==> config.mk <==
export PLATFORM = sky130hd
export DESIGN_NAME = fpmul_iter
export DESIGN_NICKNAME = d
export VERILOG_FILES = /design/src/rtl/fpmul_iter_pkg.sv /design/src/rtl/fpmul_iter_dp.sv /design/src/rtl/fpmul_iter.sv
export SDC_FILE = /design/constraint.sdc
export NUM_CORES = 1
export LEC_CHECK = 0
export CAP_MARGIN = 20
export CORE_ASPECT_RATIO = 1.4
export CORE_MARGIN = 2
export CORE_UTILIZATION = 30
export CTS_CLUSTER_DIAMETER = 120
export DETAILED_ROUTE_END_ITERATION = 7
export PLACE_DENSITY = 0.52
export SLEW_MARGIN = 40
export SYNTH_ARGS = -nofsm -noshare
export SYNTH_HDL_FRONTEND = slang
export SYNTH_HIERARCHICAL = 1
export SYNTH_SLANG_ARGS = --single-unit
==> constraint.sdc <==
create_clock -name clk -period 11.8 [get_ports clk]
set_input_delay 1.18 -clock clk [delete_from_list [all_inputs] [get_ports clk]]
set_output_delay 1.18 -clock clk [all_outputs]
set_load 0.02 [all_outputs]
==> src/rtl/fpmul_iter_pkg.sv <==
// Shared types and sizing helpers for the iterative fixed-point multiplier.
//   state_e     : controller state encoding (IDLE, CALC, DONE)
//   digit_count : number of K-bit multiplier digits in an N-bit operand
//   cnt_width   : digit counter width, never narrower than one bit
package fpmul_iter_pkg;

    typedef enum logic [1:0] {
        IDLE = 2'd0,
        CALC = 2'd1,
        DONE = 2'd2
    } state_e;

    function automatic int unsigned digit_count(input int unsigned n, input int unsigned k);
        return n / k;
    endfunction

    function automatic int unsigned cnt_width(input int unsigned n, input int unsigned k);
        return (n / k > 1) ? $clog2(n / k) : 1;
    endfunction

endpackage

==> src/rtl/fpmul_iter_dp.sv <==
// Datapath of fpmul_iter: accumulator, digit select, partial products,
// rounding, overflow detection and optional saturation.
//   clk, reset : clock, synchronous active-high reset
//   clear      : zero the accumulator (operand acceptance)
//   step       : retire digit 'cnt' of b into the accumulator
//   last       : current digit is the most significant one
//   cnt        : digit index
//   a_ext      : multiplicand, already extended to 2N bits
//   b          : multiplier
//   c, ovf     : registered result and overflow flag, loaded on the last step
// Build option FPMUL_ITER_SAT_EN: saturate c when ovf is set.
module fpmul_iter_dp
    import fpmul_iter_pkg::*;
#(
    parameter int unsigned N     = 32,
    parameter int unsigned D     = 16,
    parameter int unsigned K     = 2,
    parameter int unsigned SIGN  = 1,
    parameter int unsigned ROUND = 0,
    parameter int unsigned CW    = 4
) (
    input  logic             clk,
    input  logic             reset,
    input  logic             clear,
    input  logic             step,
    input  logic             last,
    input  logic [CW-1:0]    cnt,
    input  logic [2*N-1:0]   a_ext,
    input  logic [N-1:0]     b,
    output logic [N-1:0]     c,
    output logic             ovf
);

    localparam int unsigned W2 = 2 * N;
    localparam logic [W2-1:0] RND_ADD =
        (ROUND != 0 && D >= 1) ? (W2'(1) << ((D >= 1) ? D - 1 : 0)) : '0;
    localparam logic [W2-1:0] ONES = '1;

`ifdef FPMUL_ITER_SAT_EN
    localparam logic [N-1:0] SAT_POS = {1'b0, {(N-1){1'b1}}};
    localparam logic [N-1:0] SAT_NEG = {1'b1, {(N-1){1'b0}}};
`endif

    logic [W2-1:0] acc;
    logic [K-1:0]  digit_c;
    logic [W2-1:0] pp_c;
    logic [W2-1:0] acc_next_c;
    logic [W2-1:0] prod_c;
    logic [W2-1:0] hi_c;
    logic [N-1:0]  res_c;
    logic          ovf_c;

    // Partial product for the current digit and the rounded final product
    always_comb begin
        digit_c = K'(b >> (32'(cnt) * K));
        pp_c    = a_ext * W2'(digit_c);
        // Top digit of a signed multiplier carries weight -2^(K-1) on its MSB
        if (SIGN != 0 && last && digit_c[K-1]) begin
            pp_c = pp_c - (a_ext << K);
        end
        acc_next_c = acc + (pp_c << (32'(cnt) * K));
        prod_c     = acc_next_c + RND_ADD;

        if (SIGN != 0) begin
            hi_c  = prod_c >> (N + D - 1);
            ovf_c = !((hi_c == '0) || (hi_c == (ONES >> (N + D - 1))));
        end else begin
            hi_c  = prod_c >> (N + D);
            ovf_c = (hi_c != '0);
        end

        res_c = N'(prod_c >> D);
`ifdef FPMUL_ITER_SAT_EN
        if (ovf_c) begin
            if (SIGN != 0) begin
                res_c = prod_c[W2-1] ? SAT_NEG : SAT_POS;
            end else begin
                res_c = '1;
            end
        end
`endif
    end

    // Accumulator and result registers
    always_ff @(posedge clk) begin
        if (reset) begin
            acc <= '0;
            c   <= '0;
            ovf <= 1'b0;
        end else begin
            if (clear) begin
                acc <= '0;
            end else if (step) begin
                acc <= acc_next_c;
            end
            if (step && last) begin
                c   <= res_c;
                ovf <= ovf_c;
            end
        end
    end

endmodule

==> src/rtl/fpmul_iter.sv <==
// Iterative fixed-point multiplier c = a*b on Q(N-D).D operands, K
// multiplier bits per cycle, val/rdy on both sides.
//   clk, reset       : clock, synchronous active-high reset
//   snd_val, snd_rdy : operand handshake (a, b)
//   rcv_val, rcv_rdy : result handshake (c, ovf)
// Build option FPMUL_ITER_SAT_EN: saturate c on overflow instead of wrapping.
module fpmul_iter
    import fpmul_iter_pkg::*;
#(
    parameter int unsigned N     = 32,
    parameter int unsigned D     = 16,
    parameter int unsigned K     = 2,
    parameter int unsigned SIGN  = 1,
    parameter int unsigned ROUND = 0
) (
    input  logic         clk,
    input  logic         reset,
    input  logic         snd_val,
    output logic         snd_rdy,
    input  logic [N-1:0] a,
    input  logic [N-1:0] b,
    output logic         rcv_val,
    input  logic         rcv_rdy,
    output logic [N-1:0] c,
    output logic         ovf
);

    localparam int unsigned NDIG = digit_count(N, K);
    localparam int unsigned CW   = cnt_width(N, K);
    localparam int unsigned W2   = 2 * N;

    state_e          state;
    state_e          state_next;
    logic [CW-1:0]   cnt;
    logic [W2-1:0]   a_reg;
    logic [N-1:0]    b_reg;
    logic            start_c;
    logic            step_c;
    logic            last_c;
    logic            a_sign_c;

    assign last_c   = (cnt == CW'(NDIG - 1));
    assign a_sign_c = (SIGN != 0) && a[N-1];

    // Next-state and control strobes
    always_comb begin
        state_next = state;
        start_c    = 1'b0;
        step_c     = 1'b0;
        case (state)
            IDLE: begin
                if (snd_val) begin
                    start_c    = 1'b1;
                    state_next = CALC;
                end
            end
            CALC: begin
                step_c = 1'b1;
                if (last_c) begin
                    state_next = DONE;
                end
            end
            DONE: begin
                if (rcv_rdy) begin
                    state_next = IDLE;
                end
            end
            default: state_next = IDLE;
        endcase
    end

    // State, registered handshake outputs, operands and digit counter
    always_ff @(posedge clk) begin
        if (reset) begin
            state   <= IDLE;
            snd_rdy <= 1'b1;
            rcv_val <= 1'b0;
            cnt     <= '0;
            a_reg   <= '0;
            b_reg   <= '0;
        end else begin
            state   <= state_next;
            snd_rdy <= (state_next == IDLE);
            rcv_val <= (state_next == DONE);
            if (start_c) begin
                a_reg <= {{N{a_sign_c}}, a};
                b_reg <= b;
                cnt   <= '0;
            end else if (step_c) begin
                cnt <= cnt + CW'(1);
            end
        end
    end

    fpmul_iter_dp #(
        .N     (N),
        .D     (D),
        .K     (K),
        .SIGN  (SIGN),
        .ROUND (ROUND),
        .CW    (CW)
    ) u_dp (
        .clk   (clk),
        .reset (reset),
        .clear (start_c),
        .step  (step_c),
        .last  (last_c),
        .cnt   (cnt),
        .a_ext (a_reg),
        .b     (b_reg),
        .c     (c),
        .ovf   (ovf)
    );

endmodule

### Word level (Yosys, flattened, before mapping)

Index checks and enable logic that the tools add are counted.

* word-level logic and storage cells: 36
* bits of input ports: 68
* output and inout port bits: 35
* register bits: 169

* $add $sub $neg: 3
* reductions and logical operators: 8
* shifts and indexed selects: 2
* multiply operators: 1
* mux-type cells: 8
* equal/unequal tests: 5

Operators by type and width (count)
* $add A64 B64 Y64: 1
* $logic_not A64 Y1: 1
* $mux W64: 1
* $shl A64 B5 Y64: 1
* $sub A35 B34 Y36: 1
* $mul A32 B3 Y35: 1
* $shr A32 B5 Y2: 1
* $eq A17 B17 Y1 const B: 1
* $mux W2: 3
* $pmux W2 S3: 1
* $add A4 B1 Y4 const B: 1
* $eq A2 B2 Y1 const B: 2
* $eq A4 B4 Y1 const B: 1
* $logic_not A2 Y1: 2
* $mux W1: 3
* $eq A2 B1 Y1 const B: 1
* $logic_and A1 B1 Y1: 2
* $reduce_or A2 Y1: 1
* $logic_not A1 Y1: 1
* $logic_or A1 B1 Y1: 1

### Logic depth before layout (Yosys ltp)

* word-level depth: 9
* depth in mapped cells: 50
* mapped depth without buffers: 46

### By module

The synthesis kept the hierarchy.

Modules (own cells, without submodules)
* fpmul_iter_dp: times used 1, area an instance 19718.9 µm², cells each 2853, sequential area each 1941.9 µm²
* fpmul_iter: times used 1, area an instance 2522.4 µm², cells each 312, sequential area each 1441.4 µm²

### Worst setup path before layout

Ideal clock, no wire load.

* path type: register to register
* start: register cnt[3]
* end: register u_dp.ovf
* library setup time: 0.128 ns
* required time: 11.672 ns
* slack: 1.996 ns
* clock period less this slack: 9.804 ns
* cell stages (with the launch flop): 45
* path buffers: 4
* arrival: 9.676 ns
* cells stage by stage: dfxtp_1 -> buf_2 -> clkbuf_1 -> mux4_2 -> mux4_2 -> clkbuf_1 -> clkbuf_1 -> and2_1 -> ha_1 -> a21o_1 -> a21o_1 -> a21oi_1 -> o21ai_0 -> o21bai_1 -> a21oi_1 -> or2_2 -> a21oi_1 -> xnor2_1 -> [9 not listed] -> mux2_2 -> mux2i_1 -> mux2i_1 -> ha_1 -> a21o_1 -> a21o_1 -> a211oi_1 -> nor3_1 -> a32oi_1 -> a211oi_1 -> o21ai_1 -> nor2b_1 -> xnor2_1 -> or4_1 -> nor4b_1 -> nand3_1 -> mux2i_1 -> o41ai_2

* cells in the longest elaborated chain, start to end: 9
* elaborated cells between the ends (all ways): 13
* classes of those cells: 2 x add/sub; 1 x mul; 2 x eq/ne; 2 x shift; 1 x mux; 5 x reduce/logical

Ends and longest elaborated chain
* from (decl): RTL line fpmul_iter.sv:34 `logic [CW-1:0] cnt;`
* from (signal assigned): RTL line fpmul_iter.sv:90 `cnt <= cnt + CW'(1);`
* $shr A32 B5 Y2: RTL line fpmul_iter_dp.sv:55 `digit_c = K'(b >> (32'(cnt) * K));`
* $mul A32 B3 Y35: RTL line fpmul_iter_dp.sv:56 `pp_c = a_ext * W2'(digit_c);`
* $sub A35 B34 Y36: RTL line fpmul_iter_dp.sv:59 `pp_c = pp_c - (a_ext << K);`
* $mux W64: RTL line fpmul_iter_dp.sv:58 `if (SIGN != 0 && last && digit_c[K-1]) begin`
* $shl A64 B5 Y64: RTL line fpmul_iter_dp.sv:61 `acc_next_c = acc + (pp_c << (32'(cnt) * K));`
* $add A64 B64 Y64: RTL line fpmul_iter_dp.sv:61
* $logic_not A64 Y1 / $eq A17 B17 Y1 (equally long branches): RTL line fpmul_iter_dp.sv:66 `ovf_c = !((hi_c == '0) || (hi_c == (ONES >> (N + D - 1))));`
* $logic_or A1 B1 Y1: RTL line fpmul_iter_dp.sv:66
* $logic_not A1 Y1: RTL line fpmul_iter_dp.sv:66
* to (signal assigned): RTL line fpmul_iter_dp.sv:98 `ovf <= ovf_c;`
* to (decl): RTL line fpmul_iter_dp.sv:31 `output logic ovf`

Several ways; a longest one is shown, not always the timed one.
A chain may end at the register's enable or synchronous reset.

### Worst setup path after layout

* start: register cnt[1]
* end: register u_dp.ovf

The elaborated chain is that of the path after synthesis.

==> flow_summary.json <==
{
  "ant_nets": 0,
  "die-area_sq_um": 76400,
  "p_per_area_nw_per_um2": 80.5,
  "hold_path_end": "u_dp/c[4]",
  "ir_drop_mv": 0.133,
  "place_hpwl_microns": 66400,
  "layout_commonest_cell": "a21oi_1",
  "synthArstFlopShare": 0,
  "slew_viol_final": 0,
  "yosys_warnings": 6,
  "netlist.area_leader.share": 0.152,
  "r2r_slack_ps": 560,
  "max_stage_delay_ps": 680,
  "gp_congestion": 0.933,
  "wire_per_inst_microns": 20.1,
  "port-buffer-count": 102,
  "worst-setup-path-type": "reg -> reg",
  "setup_slack_ps": 562,
  "skew_ps": 25.6,
  "largest_reg_flops": 64,
  "final_cell_mix": "a21oi_1 (429), nand2_1 (427), nor2_1 (261), ha_1 (192), dfxtp_1 (164)",
  "min_from": "u_dp/c[4]",
  "final_hold_viol_count": 0,
  "p_total_w": 0.00199,
  "cp-start-kind": "flop",
  "avgSynthCellArea_sq_um": 7.03,
  "cts_tree": "yes",
  "grt_max_degree": 70,
  "drt-initial-drc-count": 1376,
  "p_leak_nw": 10.7,
  "syn_area_sq_um": 22200,
  "worstPathMaxFanout": 16,
  "crit_top_cell": "a21oi_1",
  "ctsHoldBuffers": 0,
  "seq_area_frac_synth": 0.152,
  "rr_startpoint": "cnt[1]",
  "drive_above_1_share": 0.0547,
  "regMostFlops": "u_dp/acc",
  "firstDrtPassIters": 5,
  "synth-seq-cells": 169,
  "finalSetupViolCount": 0,
  "grt-ovfl-total": 0,
  "start_util": 0.302,
  "clkSlewWorstSetupHoldPaths_ps": 80,
  "fmax_mhz": 89.0,
  "via_count": 23000,
  "period_minus_slack_ps": 11240,
  "area_growth_pct": 11.0,
  "synth_top_cell_by_area": "dfxtp_1",
  "hp-class": "reg -> reg",
  "synthTopCellsByArea": "dfxtp_1 (15%), ha_1 (11%), a21oi_1 (9.7%)",
  "routed_wl_microns": 82500,
  "clock_sinks": 169,
  "core_region_area_sq_um": 73700,
  "crit_arrival_ps": 11590,
  "critical_path_required_ps": 12150,
  "place_ws_ps": 393,
  "slowest_stage": "mux4_2",
  "cts-root-buf": "clkbuf_16",
  "antennaDiodeCount": 0,
  "cts_buffers": 17,
  "max_cap_violations": 0,
  "synth_cell_types": 98,
  "fin_crit_sh": 0.952,
  "slew_headroom": 0.395,
  "grt_pass1_vias": 22800,
  "drc": 0,
  "clk_latency_ps": 500,
  "synth_edf_count": 0,
  "grt_antenna_before_repair": 0,
  "synthCells": 3165,
  "final_nets": 3394,
  "reg2regPathDepth": 38,
  "post_cts_buffers": 0,
  "setup_tns_ps": 0,
  "die_x_microns": 234,
  "r2r-end": "u_dp/ovf",
  "die_h_microns": 326,
  "boundaryPins": 103,
  "end_kind": "flop",
  "synthesis.nets": 3428,
  "cts_buffer_depth": 2,
  "status": "completed",
  "grtUsageTotal": 0.212,
  "worst_pin_slew_ps": 902,
  "hold_depth": 2,
  "core.rowCount": 118,
  "h-tree-depth": 4,
  "synth_flop_cell": "dfxtp_1",
  "vias_per_cell": 5.61,
  "grt_pass1_wl_microns": 128000
}
[cell type report]
type                            count  area, sq um
Fill cell                        8022        49000
Timing Repair Buffer              138         1300
Inverter                          118          448
Sequential cell                   169         3390
Tap cell                          960         1200
Clock inverter                     15          203
Multi-Input combinational cell   2687        17700
Clock buffer                       17          425
[routing by layer]
layer / routed length, microns / global-route usage / part of all wire
met1: 33100 / 0.240 / 0.40
met2: 43000 / 0.397 / 0.52
met4: 3690 / 0.0916 / 0.045
met3: 2610 / 0.0216 / 0.032
met5: 0 / 0 / 0
[cell families (layout without fill, tap and decap cells)]
logic type,Yosys count,in the layout,synth area share
AO/OA/AOI/OAI,1040,1040,0.291
multiplexers,204,205,0.101
AND/OR/NAND/NOR,1084,1084,0.226
XOR/XNOR,163,163,0.0642
adder cells (fa/ha/maj),195,195,0.111
buffers and inverters,310,288,0.0545
flip-flops,169,169,0.152
[synth_stat cells (all sizes together), types with 7 or more instances]
| cell type | n |
|---|---|
| a21oi | 431 |
| nand2 | 431 |
| nor2 | 262 |
| ha | 192 |
| o21ai | 179 |
| dfxtp | 169 |
| mux2i | 159 |
| clkbuf | 143 |
| a21o | 127 |
| inv | 116 |
| xnor2 | 94 |
| and2 | 77 |
| nand4 | 69 |
| xor2 | 69 |
| nor3 | 54 |
| buf | 49 |
| nand3 | 49 |
| o21a | 39 |
| a211oi | 32 |
| o21bai | 32 |
| mux2 | 31 |
| o211ai | 30 |
| o31ai | 28 |
| nand2b | 27 |
| a31oi | 26 |
| nor2b | 21 |
| and3 | 17 |
| o22ai | 15 |
| or2 | 15 |
| mux4 | 14 |
| and4 | 12 |
| a21boi | 11 |
| nor4 | 11 |
| or3 | 9 |
| a221oi | 8 |
| or4 | 8 |
| a211o | 7 |
| a22oi | 7 |
| nor3b | 7 |
[how the worst max path moves through the flow]
stage | end | from | slack (ps) | depth (start not counted)
5_1_grt | u_dp/ovf | cnt[3] | -7 | 41
6_report | u_dp/ovf | cnt[1] | 560 | 38
3_3_place_gp | u_dp/ovf | cnt[1] | 410 | 39
4_1_cts | u_dp/ovf | cnt[3] | 320 | 41
2_1_floorplan | u_dp/ovf | cnt[3] | 2000 | 44
3_5_place_dp | u_dp/ovf | cnt[1] | 390 | 39
[critical path: cells and delay by family, from the launching register on]
kind            cells  cell delay [ps]
buf+inv             1               70
simple gates       10             2330
mux                 4             1970
compound gates     17             4470
xor+xnor            3              610
flops               1              500
fa+ha+maj           3             1130
[where the power goes]
| part | switching [W] | internal [W] | leakage (nW) | total (W) |
|---|---|---|---|---|
| clock network | 0.000303 | 0.000289 | 0.297 | 0.000593 |
| registers | 0.0000153 | 0.000588 | 1.38 | 0.000603 |
| logic | 0.000494 | 0.000298 | 9.04 | 0.000792 |
[repair_timing]
item / in CTS / in global routing
endpoints found under the hold margin: 0 / 0
setup endpoints to repair: 0 / 1
gates resized for setup: 0 / 13
[per-stage QoR]
step	utilization	area, sq um	std cells	hold slack (ps)
after floorplan	-	22200	3165	433
after global placement	0.326	24000	4071	445
after detailed placement	0.326	24000	4071	448
after CTS	0.334	24600	4103	458
after global routing	0.335	24700	4104	483
final	0.335	24700	4104	458
Power figures use the tool's default switching activity.
